[src/rtl/pipe_ctrl_pkg.sv]
// pipe_ctrl shared types and constants.
// FSM states, stall-bus patterns, access-size decode.
package pipe_ctrl_pkg;

  typedef enum logic [1:0] {
    ST_IDLE,
    ST_IF,
    ST_MEM,
    ST_DONE
  } state_t;

  localparam int STALL_W  = 6;
  localparam int NBYTES_W = 3;

  localparam logic [STALL_W-1:0] STALL_NONE = 6'b000000;
  localparam logic [STALL_W-1:0] STALL_IF   = 6'b000011;
  localparam logic [STALL_W-1:0] STALL_ID   = 6'b000111;
  localparam logic [STALL_W-1:0] STALL_MEM  = 6'b011111;

  // sizes other than 1 or 2 bytes mean a full word
  function automatic logic [2:0] nbytes_dec(
    input logic [NBYTES_W-1:0] nb
  );
    case (nb)
      3'd1:    return 3'd1;
      3'd2:    return 3'd2;
      default: return 3'd4;
    endcase
  endfunction

endpackage

[src/rtl/pipe_ctrl_ram_byte_seq.sv]
// Byte serialiser for the single byte-wide RAM port.
// Walks addr+k, shifts read bytes in, drives store bytes.
module pipe_ctrl_ram_byte_seq #(
  parameter int RAM_ADDR_W = 17
) (
  input  logic                  clk,
  input  logic                  rst,
  input  logic                  start,
  input  logic                  abort,
  input  logic                  we,
  input  logic [2:0]            n,
  input  logic [31:0]           addr,
  input  logic [31:0]           wdata,
  input  logic [7:0]            ram_din,
  output logic [RAM_ADDR_W-1:0] ram_a,
  output logic                  ram_wr,
  output logic [7:0]            ram_dout,
  output logic                  wr_op,
  output logic                  fin,
  output logic [31:0]           rdata
);

  logic        active;
  logic [2:0]  cnt;
  logic [2:0]  n_r;
  logic [31:0] base;
  logic [31:0] wbuf;
  logic [31:0] cap;
  logic [31:0] nxt_a;
  logic [1:0]  rsel;
  logic [7:0]  wbyte;
  logic        unused_hi;

  assign nxt_a     = base + {29'd0, cnt};
  assign unused_hi = ^nxt_a[31:RAM_ADDR_W];
  assign rsel      = cnt[1:0] - 2'd2;
  assign wbyte     = wbuf[{cnt[1:0], 3'b000} +: 8];

  assign fin = active &&
    (wr_op ? (cnt == n_r) : (cnt == n_r + 3'd1));

  // final read byte merged straight from ram_din
  always_comb begin
    rdata = cap;
    rdata[{rsel, 3'b000} +: 8] = ram_din;
  end

  // byte counter, address walk and capture
  always_ff @(posedge clk) begin
    if (rst) begin
      active   <= 1'b0;
      cnt      <= 3'd0;
      n_r      <= 3'd0;
      base     <= 32'd0;
      wbuf     <= 32'd0;
      cap      <= 32'd0;
      wr_op    <= 1'b0;
      ram_a    <= '0;
      ram_wr   <= 1'b0;
      ram_dout <= 8'd0;
    end else if (start) begin
      active <= 1'b1;
      cnt    <= 3'd1;
      n_r    <= n;
      base   <= addr;
      wbuf   <= wdata;
      cap    <= 32'd0;
      wr_op  <= we;
      ram_a  <= addr[RAM_ADDR_W-1:0];
      ram_wr <= we;
      if (we) ram_dout <= wdata[7:0];
    end else if (abort || fin) begin
      active <= 1'b0;
      cnt    <= 3'd0;
      ram_wr <= 1'b0;
    end else if (active) begin
      cnt <= cnt + 3'd1;
      if (cnt < n_r) begin
        ram_a <= nxt_a[RAM_ADDR_W-1:0];
        if (wr_op) ram_dout <= wbyte;
      end
      if (!wr_op && cnt >= 3'd2)
        cap[{rsel, 3'b000} +: 8] <= ram_din;
    end
  end

endmodule

[src/rtl/pipe_ctrl.sv]
// Pipeline sequencer: RAM port arbitration and stall bus.
// MEM beats IF; a taken branch cancels fetch.
module pipe_ctrl
  import pipe_ctrl_pkg::*;
#(
  parameter int RAM_ADDR_W = 17
) (
  input  logic                  clk,
  input  logic                  rst,
  input  logic                  if_req,
  input  logic [31:0]           if_addr,
  output logic                  if_done,
  output logic [31:0]           if_inst,
  input  logic                  mem_req,
  input  logic                  mem_we,
  input  logic [31:0]           mem_addr,
  input  logic [NBYTES_W-1:0]   mem_nbytes,
  input  logic [31:0]           mem_wdata,
  output logic                  mem_done,
  output logic [31:0]           mem_rdata,
  input  logic                  stallreq_id,
  input  logic                  branch_flag,
  output logic [RAM_ADDR_W-1:0] ram_a,
  output logic                  ram_wr,
  output logic [7:0]            ram_dout,
  input  logic [7:0]            ram_din,
  output logic [STALL_W-1:0]    stall
);

  state_t      state;
  logic        grant_mem;
  logic        grant_if;
  logic        start;
  logic        abort;
  logic        fin;
  logic        wr_op;
  logic [31:0] rdata;

  assign grant_mem = (state == ST_IDLE) && mem_req;
  assign grant_if  = (state == ST_IDLE) && !mem_req &&
                     if_req && !branch_flag;
  assign start     = grant_mem || grant_if;
  assign abort     = (state == ST_IF) && branch_flag;

  pipe_ctrl_ram_byte_seq #(
    .RAM_ADDR_W(RAM_ADDR_W)
  ) u_seq (
    .clk     (clk),
    .rst     (rst),
    .start   (start),
    .abort   (abort),
    .we      (grant_mem && mem_we),
    .n       (grant_mem ? nbytes_dec(mem_nbytes) : 3'd4),
    .addr    (grant_mem ? mem_addr : if_addr),
    .wdata   (mem_wdata),
    .ram_din (ram_din),
    .ram_a   (ram_a),
    .ram_wr  (ram_wr),
    .ram_dout(ram_dout),
    .wr_op   (wr_op),
    .fin     (fin),
    .rdata   (rdata)
  );

  // arbitration FSM with registered done pulses and data
  always_ff @(posedge clk) begin
    if (rst) begin
      state     <= ST_IDLE;
      if_done   <= 1'b0;
      mem_done  <= 1'b0;
      if_inst   <= 32'd0;
      mem_rdata <= 32'd0;
    end else begin
      if_done  <= 1'b0;
      mem_done <= 1'b0;
      unique case (state)
        ST_IDLE: begin
          if (grant_mem)     state <= ST_MEM;
          else if (grant_if) state <= ST_IF;
        end
        ST_IF: begin
          if (branch_flag) begin
            state <= ST_IDLE;
          end else if (fin) begin
            if_done <= 1'b1;
            if_inst <= rdata;
            state   <= ST_DONE;
          end
        end
        ST_MEM: begin
          if (fin) begin
            mem_done <= 1'b1;
            if (!wr_op) mem_rdata <= rdata;
            state <= ST_DONE;
          end
        end
        ST_DONE: state <= ST_IDLE;
        default: state <= ST_IDLE;
      endcase
    end
  end

  // stall bus in priority order
  always_comb begin
    stall = STALL_NONE;
    if (rst)
      stall = STALL_NONE;
    else if (mem_req && !mem_done)
      stall = STALL_MEM;
    else if (stallreq_id)
      stall = STALL_ID;
    else if (if_req && !if_done && !branch_flag)
      stall = STALL_IF;
  end

endmodule

[config.mk]
export PLATFORM = sky130hd
export DESIGN_NAME = pipe_ctrl
export DESIGN_NICKNAME = d
export VERILOG_FILES = /design/src/rtl/pipe_ctrl_pkg.sv /design/src/rtl/pipe_ctrl_ram_byte_seq.sv /design/src/rtl/pipe_ctrl.sv
export SDC_FILE = /design/constraint.sdc
export NUM_CORES = 1
export LEC_CHECK = 0
export CORE_UTILIZATION = 40
export CTS_CLUSTER_SIZE = 16
export DETAILED_ROUTE_END_ITERATION = 10
export PLACE_DENSITY = 0.74
export SLEW_MARGIN = 20
export SYNTH_ARGS = -nofsm -noshare
export SYNTH_HDL_FRONTEND = slang
export SYNTH_SLANG_ARGS = --single-unit
[constraint.sdc]
create_clock -name clk -period 5.8 [get_ports clk]
set_input_delay 1.16 -clock clk [delete_from_list [all_inputs] [get_ports clk]]
set_output_delay 1.16 -clock clk [all_outputs]
set_load 0.02 [all_outputs]
==> results.toml, run 1 <==
[status]
status = "completed"

[clock_network]
cts_buffer_depth = 2
clk-insertion-delay-late_ns = 0.43
numCtsBuffers = 17
cts_root_buffer = "clkbuf_16"
h-tree-depth = 4
postCtsSetupBuffers = 0
cts_resized = 0
hold_buffers = 0
clk_pin_slew_ns = 0.07
cts_sinks = 183
cts_tree = "done"

[power]
powerDensity_nw_per_um2 = 283
p_sw_share_pct = 26.9
p_int_mw = 2.20
combinationalPowerShare_pct = 15.3
power.net_switching_mw = 0.810
p_clk_share_pct = 39.5
power_mw = 3.01
p_leak_nw = 3.61
ir_worst_vdd_uv = 194
seq_power_share_pct = 45.2

[detailed_routing]
wl_per_cell_um = 15.7
drc = 0
routed_wl_um = 20600
routed_via_density = 5.36
detail-route-antenna-nets = 0
vias = 7038
drt_pass1_iterations = 5
dr.first_iter.drc_count = 543

[logic_synthesis]
syn_nets = 1026
synth_warnings = 0
seq_area_frac_synth_pct = 44.9
synth_cell_types = 58
syn_avg_cell_area_um2 = 9.09
mappedNetlistArea_um2 = 8160
synthArstFlopShare_pct = 0
ys_ff_latch = 183
synth_edf_count = 0
synthCells = 898
ys.flop_type = "dfxtp_1"

[global_route]
grt_pass1_vias = 6417
grt_start_max_net_pins = 85
grtUsageTotal_pct = 20.3
antenna_found_initial = 0
grt_remaining_overflow = 0
grt_first_pass_wirelength_um = 33200

[setup_path]
path_class = "in -> out"
rr_endpoint = "if_inst[16]"
critical_path_buf_inv_count = 2
cp-start-kind = "primary input"
crit_chain = "clkdlybuf4s50_1, nor3b_1, a21o_1, a21o_1, clkdlybuf4s50_1"
cp_max_fo = 17
cp.arrival_ns = 3.34
crit_slowest_cell = "clkdlybuf4s50_1"
crit_family = "buffers and inverters"
cp_data_required_time_ns = 4.64
cpPeakStageDelay_ns = 0.95
ff2ff_setup_slack_ns = 2.55
endpoint_kind = "output pin"
r2r_start = "u_seq.cnt[1]"
reg2regPathDepth = 6

[sta]
setup_violations = 0
fin_worst_skew_ns = 0.0113
finalHoldViolations = 0
period_minus_slack_ns = 4.50
slew-limit-headroom_pct = 33.7
tightest_slew_ns = 0.994
drv_slew = 0
rsz0062_at_grt = "no"
max_freq_ghz = 0.222
finalCritPeriodShare_pct = 77.6
final.setup.tns_ns = 0

[floorplan]
die-area_um2 = 21000
die_y_um = 145
die_width_um = 145
rows = 51
initial_core_util_pct = 41.4
pin_count = 212
core_um2 = 19700

[final_layout]
drive_gt1_share_pct = 10.1
nFillCells = 1765
antenna_cells = 0
areaGrowthSynthToFinish_pct = 30.3
layout_commonest_cell = "dfxtp_1"
nets = 1163
final_cell_mix = "dfxtp_1 (183), clkdlybuf4s50_1 (179), nor2_1 (105)"

[min_path]
hold_depth = 2
min_from = "u_seq.wbuf[5]"
worstHoldEndpoint = "u_seq.wbuf[5]"
hold_class = "reg -> reg"

[placement]
hpwl_um = 14000
io_buffers = 180
place_congestion = 0.849

[run]
max_cap_violations = 0
==> per-layer routing <==
layer / wire length [um] / vias up / global-route usage (%)
li1: - / 3515 / -
met1: 9820 / 3271 / 27.8
met2: 9420 / 227 / 31.7
met3: 1020 / 25 / 3.72
met4: 369 / 0 / 7.87
met5: 0 / - / 0
==> kinds of logic (layout without fill, tap and decap cells) <==
| group | count (synthesis) | count (layout) | share of synthesized area, % |
|---|---|---|---|
| fa+ha+maj | 14 | 14 | 2.24 |
| compound gates | 262 | 262 | 23.8 |
| xor+xnor | 17 | 17 | 2.01 |
| flops | 183 | 183 | 44.9 |
| buf+inv | 82 | 231 | 4.94 |
| other cells | 1 | 1 | 0.0459 |
| mux | 19 | 19 | 3.56 |
| simple gates | 320 | 320 | 18.5 |
==> how the worst max path moves through the flow <==
stage / cells past startpoint / startpoint / slack [ns] / end
floorplan: 5 / mem_req / 1.96 / stall[1]
global placement: 5 / mem_req / 1.33 / stall[0]
detailed placement: 5 / mem_req / 1.27 / stall[0]
CTS: 5 / mem_req / 1.28 / stall[0]
global route: 5 / mem_req / 1.18 / stall[0]
finish: 5 / mem_req / 1.30 / stall[0]
==> final cells by class <==
| class | count | area, um2 | area share (%) |
|---|---|---|---|
| clock buffer | 18 | 429 | 4.03 |
| clock inverter | 13 | 168 | 1.58 |
| inverter | 8 | 30.0 | 0.282 |
| multi-input combinational | 633 | 4130 | 38.8 |
| sequential | 183 | 3660 | 34.4 |
| tap | 265 | 332 | 3.12 |
| timing repair buffer | 192 | 1890 | 17.7 |
==> power groups by stage <==
stage	logic [mW]	registers [mW]	clock network (mW)
6_report	0.461	1.36	1.19
3_3_place_gp	0.453	1.39	0
5_1_grt	0.502	1.37	1.27
2_1_floorplan	0.255	1.41	0
4_1_cts	0.464	1.36	1.21
3_5_place_dp	0.462	1.39	0
==> worst register-to-register path: stages, from the launching register on <==
cell and delay (ns):
dfxtp_1 0.86, xor2_1 0.17, or4_1 0.59, a21oi_4 0.75, buf_4 0.48, nor2_1 0.09
a211oi_1 0.22
==> synth_stat cells, types with 9 or more instances <==
master | instances | area, um2
nand4_1 | 11 | 68.8
dfxtp_1 | 183 | 3660
a21oi_1 | 89 | 445
a211oi_2 | 36 | 450
nor2b_1 | 36 | 225
nand3_1 | 17 | 85.1
nor2_1 | 105 | 394
clkbuf_1 | 49 | 184
a211oi_1 | 63 | 473
o221ai_1 | 20 | 175
nor2_2 | 10 | 62.6
o21ai_0 | 14 | 70.1
or3_1 | 10 | 62.6
nand2_1 | 97 | 364
mux2i_1 | 11 | 110
ha_1 | 13 | 163
xor2_1 | 9 | 78.8
==> flip-flops by register name, indices dropped and copies added, names as in the netlist, 2 cells and up <==
signal and count:
u_seq.n_r 3, u_seq.base 17, state 2, u_seq.cnt 3
if_inst 32, u_seq.cap 32, u_seq.wbuf 32, mem_rdata 32
u_seq.ram_a 17, u_seq.ram_dout 8
==> metrics by stage <==
stage / utilization, % / worst slack [ns] / instance area, um2 / hold slack, ns / std cells
floorplan: - / 1.96 / 8160 / 0.433 / 898
global placement: 50.9 / 1.33 / 10000 / 0.440 / 1280
detailed placement: 50.9 / 1.27 / 10000 / 0.446 / 1281
CTS: 53.9 / 1.28 / 10600 / 0.455 / 1312
global route: 53.9 / 1.18 / 10600 / 0.462 / 1312
finish: 53.9 / 1.30 / 10600 / 0.455 / 1312
Power figures use the tool's default switching activity.
==> inputs of run 2 (changes only) <==
==> constraint.sdc (replaced) <==
create_clock -name clk -period 4.2 [get_ports clk]
set_input_delay 0.84 -clock clk [delete_from_list [all_inputs] [get_ports clk]]
set_output_delay 0.84 -clock clk [all_outputs]
set_load 0.02 [all_outputs]
==> run 2 against run 1 <==
Via count shrank 0.23%; utilization grew 0.076 points; largest cell class unchanged; routed wire length shrank 0.41%; power grew 35%; clock power grew 29%; largest power group unchanged; critical endpoint unchanged.
==> results.toml, run 2 (synthesis gave the netlist of run 1 again) <==
[detailed_routing]
vias = 7022
drt_pass1_iterations = 4
dr.first_iter.drc_count = 309
routed_via_density = 5.32
drc = 0
detail-route-antenna-nets = 0
routed_wl_um = 20500
wl_per_cell_um = 15.6

[setup_path]
r2r_start = "u_seq.cnt[1]"
path_class = "in -> out"
cp_max_fo = 3
worstSetupStartpoint = "mem_req"
cp_data_required_time_ns = 3.36
cp.arrival_ns = 2.49
cp-start-kind = "primary input"
endpoint_kind = "output pin"

[placement]
hpwl_um = 14100
place_congestion = 0.861
io_buffers = 180

[power]
ir_worst_vdd_uv = 285
powerDensity_nw_per_um2 = 381
p_leak_nw = 3.63

[min_path]
hold_class = "reg -> reg"
min_from = "u_seq.wbuf[5]"

[floorplan]
die_y_um = 145
core_um2 = 19700
initial_core_util_pct = 41.4
rows = 51
die-area_um2 = 21000
pin_count = 212
die_width_um = 145

[clock_network]
cts_resized = 0
hold_buffers = 0
clk-insertion-delay-late_ns = 0.43
cts_tree = "done"
h-tree-depth = 4
postCtsSetupBuffers = 0
cts_root_buffer = "clkbuf_16"
clk_pin_slew_ns = 0.07
numCtsBuffers = 17
cts_buffer_depth = 2
cts_sinks = 183

[global_route]
antenna_found_initial = 0
grt_busiest_layer = "met2"
grt_first_pass_wirelength_um = 33900
grt_start_max_net_pins = 75
grt_remaining_overflow = 0
grtUsageMet3_pct = 3.65
grtUsageTotal_pct = 20.7
grt_pass1_vias = 6653
use_met1_pct = 27.2
grt_use_met2_pct = 34.1

[sta]
finalHoldViolations = 0
tightest_slew_ns = 0.894
fin_worst_skew_ns = 0.0133
holdWs_ns = 0.453
finalCritPeriodShare_pct = 79.4
rsz0062_at_grt = "no"
slew-limit-headroom_pct = 40.4
final.setup.tns_ns = 0
setup_violations = 0
max_freq_ghz = 0.300
drv_slew = 0
period_minus_slack_ns = 3.33

[final_layout]
antenna_cells = 0
seq_area_um2 = 3660
nFillCells = 1792
multiInputGateArea_um2 = 4120
drive_gt1_share_pct = 10.7
layout_commonest_cell = "dfxtp_1"
areaGrowthSynthToFinish_pct = 30.5
final_cell_mix = "dfxtp_1 (183), clkdlybuf4s50_1 (179), nor2_1 (105)"
nets = 1170

[run]
max_cap_violations = 0

[status]
status = "completed"
[run 2: changes by cell type in the layout (fill, tap and decap cells not counted), sizes merged]
cell	delta
clkbuf	+1
clkinv	+1
clkinvlp	+1
bufinv	-2
buf	+7
[run 2: stage by stage]
stage | worst slack (ns) | cell area (um2) | utilization [%] | std cells | power, mW
finish | 0.865 | 10700 | 54.0 | 1320 | 4.06
global route | 0.723 | 10700 | 54.0 | 1320 | 4.25
CTS | 0.857 | 10700 | 54.0 | 1320 | 4.10
detailed placement | 0.853 | 10100 | 51.2 | 1288 | 2.56
global placement | 0.904 | 10100 | 51.2 | 1288 | 2.55
floorplan | 0.996 | 8160 | - | 898 | 2.29
[run 2: worst max-delay path, stage by stage]
cell and delay [ns]:
clkdlybuf4s50_1 0.47, nor3b_1 0.33, a21o_1 0.15, a21o_1 0.10
clkdlybuf4s50_1 0.60
[run 2: final cells by class]
| class | count | area share, % |
|---|---|---|
| Clock buffer | 19 | 4.16 |
| Clock inverter | 13 | 1.13 |
| Inverter | 8 | 0.282 |
| Multi-Input combinational cell | 633 | 38.7 |
| Sequential cell | 183 | 34.4 |
| Tap cell | 265 | 3.11 |
| Timing Repair Buffer | 199 | 18.2 |
[run 2: path summary, 6_finish.rpt]
check | to | slack, ns | cells past startpoint
setup reg to reg | u_seq.cap[27] | 1.21 | 6
hold reg to reg | u_seq.wbuf[5] | 0.45 | 2
hold / removal | u_seq.wbuf[5] | 0.45 | 2
setup / recovery | stall[0] | 0.87 | 5
[run 2: power by group]
group          internal (mW)  total [mW]  leakage (nW)  switching, mW
Clock                  0.838        1.54         0.271          0.698
Sequential              1.82        1.88          1.49         0.0611
Combinational          0.285       0.645          1.87          0.360
[run 2: routing by layer]
metal | vias to the layer above | share of wire, %
met5 | - | 0
met4 | 0 | 1.3
met3 | 17 | 4.9
met2 | 186 | 46
met1 | 3298 | 48
li1 | 3521 | -
==> inputs of run 3 (changes only) <==
--- a/config.mk
+++ b/config.mk
@@ -8,7 +8,7 @@
 export CORE_UTILIZATION = 40
 export CTS_CLUSTER_SIZE = 16
 export DETAILED_ROUTE_END_ITERATION = 10
-export PLACE_DENSITY = 0.74
+export PLACE_DENSITY = 0.76
 export SLEW_MARGIN = 20
 export SYNTH_ARGS = -nofsm -noshare
 export SYNTH_HDL_FRONTEND = slang
==> constraint.sdc (replaced) <==
create_clock -name clk -period 2.88 [get_ports clk]
set_input_delay 0.576 -clock clk [delete_from_list [all_inputs] [get_ports clk]]
set_output_delay 0.576 -clock clk [all_outputs]
set_load 0.02 [all_outputs]
==> run 3 against run 2 <==
Sequential power rose by 46%; first-iteration DRC count rose by 49%; worst hold slack improved by 0.0029 ns; clock skew fell by 0.0037 ns; critical path depth did not move; clock power rose by 45%; sequential share of layout area fell by 0.51 points; power rose by 46%; critical path type unchanged.
==> results.toml, run 3 (synthesis gave the netlist of run 1 again) <==
[setup_path]
endpoint = "stall[1]"
reg2regPathDepth = 6
cp.arrival_ns = 2.18
worstSetupStartpoint = "mem_req"
crit_chain = "clkdlybuf4s50_1, nor3b_1, a21o_1, a21o_1, clkdlybuf4s50_1"
crit_slowest_cell = "clkdlybuf4s50_1"
crit_family = "buffers and inverters"
r2r_start = "u_seq.cnt[2]"
rr_endpoint = "mem_rdata[25]"
cp_data_required_time_ns = 2.30
cp_max_fo = 2
path_class = "in -> out"
cp-start-kind = "primary input"
critical_path_buf_inv_count = 2
ff2ff_setup_slack_ns = 0.21
crit_cells = 5
endpoint_kind = "output pin"
cpPeakStageDelay_ns = 0.60

[floorplan]
die-area_um2 = 21000
die_width_um = 145
die_y_um = 145
initial_core_util_pct = 41.4
rows = 51
pin_count = 212
core_um2 = 19700

[status]
status = "completed"

[clock_network]
hold_buffers = 0
clk-insertion-delay-late_ns = 0.43
clk_pin_slew_ns = 0.07
cts_sinks = 183
h-tree-depth = 4
numCtsBuffers = 17
postCtsSetupBuffers = 0
cts_tree = "done"
cts_resized = 0
cts_root_buffer = "clkbuf_16"
cts_buffer_depth = 2

[detailed_routing]
detail-route-antenna-nets = 0
dr.first_iter.drc_count = 459
drt_pass1_iterations = 7
routed_wl_um = 21000
drc = 0
wl_per_cell_um = 15.8
vias = 7092
routed_via_density = 5.32

[final_layout]
final_cell_mix = "dfxtp_1 (183), clkdlybuf4s50_1 (179), nor2_1 (105)"
final_area_um2 = 10800
areaGrowthSynthToFinish_pct = 32.4
nets = 1183
layout_commonest_cell = "dfxtp_1"
nFillCells = 1778
drive_gt1_share_pct = 11.8
antenna_cells = 0

[power]
p_leak_nw = 3.71
powerDensity_nw_per_um2 = 550
ir_worst_vdd_uv = 383

[sta]
rsz0062_at_grt = "no"
period_minus_slack_ns = 2.76
finalHoldViolations = 0
tightest_slew_ns = 0.732
setup_violations = 0
holdWs_ns = 0.456
max_freq_ghz = 0.363
fin_worst_skew_ns = 0.00954
slew-limit-headroom_pct = 51.2
finalCritPeriodShare_pct = 95.7
final.setup.tns_ns = 0
drv_slew = 0

[global_route]
antenna_found_initial = 0
grt_start_max_net_pins = 146
grt_pass1_vias = 6606
grt_remaining_overflow = 0
grt_first_pass_wirelength_um = 34000
grtUsageTotal_pct = 20.8

[min_path]
hold_class = "reg -> reg"

[placement]
io_buffers = 180
hpwl_um = 14500
place_congestion = 0.886
place_area_um2 = 10200

[run]
max_cap_violations = 0
## run 3: cell count changes in the layout (fill, tap and decap cells not counted)
cell / delta
buf_4: +8
buf_12: +5
clkbuf_1: -1
clkinv_2: -1
clkinv_4: +1
clkinvlp_4: +1
inv_6: -1
## run 3: tightest hold or removal path: stages (launching register included)
cell and delay [ns]:
dfxtp_1 0.31, nand2_1 0.05, a21oi_1 0.05
## run 3: area by class of cell
class | count | area [um2] | area share (%)
tap | 265 | 332 | 3.07
clock inverter | 13 | 123 | 1.13
sequential | 183 | 3660 | 33.9
clock buffer | 18 | 439 | 4.06
multi-input combinational | 633 | 4120 | 38.1
inverter | 8 | 30.0 | 0.278
timing repair buffer | 212 | 2100 | 19.4
## run 3: routing by layer
metal | track usage, % | share of wire [%] | wire (um)
met1 | 27.6 | 46 | 9640
met3 | 4.01 | 5.6 | 1170
met4 | 7.31 | 1.6 | 340
met5 | 0 | 0 | 0
met2 | 33.6 | 47 | 9840
## run 3: how the worst min path moves through the flow
stage / endpoint / from / slack, ns / cells past startpoint
2_1_floorplan: u_seq.wbuf[16] / u_seq.wbuf[16] / 0.43 / 2
3_3_place_gp: u_seq.wbuf[4] / u_seq.wbuf[4] / 0.44 / 2
3_5_place_dp: u_seq.wbuf[10] / u_seq.wbuf[10] / 0.45 / 2
4_1_cts: u_seq.wbuf[15] / u_seq.wbuf[15] / 0.46 / 2
5_1_grt: u_seq.wbuf[27] / u_seq.wbuf[27] / 0.48 / 2
6_report: u_seq.wbuf[8] / u_seq.wbuf[8] / 0.46 / 2
## run 3: metrics by stage
stage / instances / total power [mW] / util [%] / worst slack (ns)
global placement: 1301 / 3.74 / 52.0 / 0.178
CTS: 1332 / 5.99 / 54.8 / 0.130
global route: 1332 / 6.20 / 54.8 / 0.00810
finish: 1332 / 5.94 / 54.8 / 0.124
floorplan: 898 / 3.35 / - / 0.204
detailed placement: 1301 / 3.76 / 52.0 / 0.139
## run 3: report_power, final
group,switching (mW),internal [mW],leakage [nW],total (mW)
Combinational,0.532,0.437,1.95,0.969
Clock,1.02,1.22,0.265,2.24
Sequential,0.0896,2.65,1.49,2.74
Total,1.64,4.31,3.71,5.94
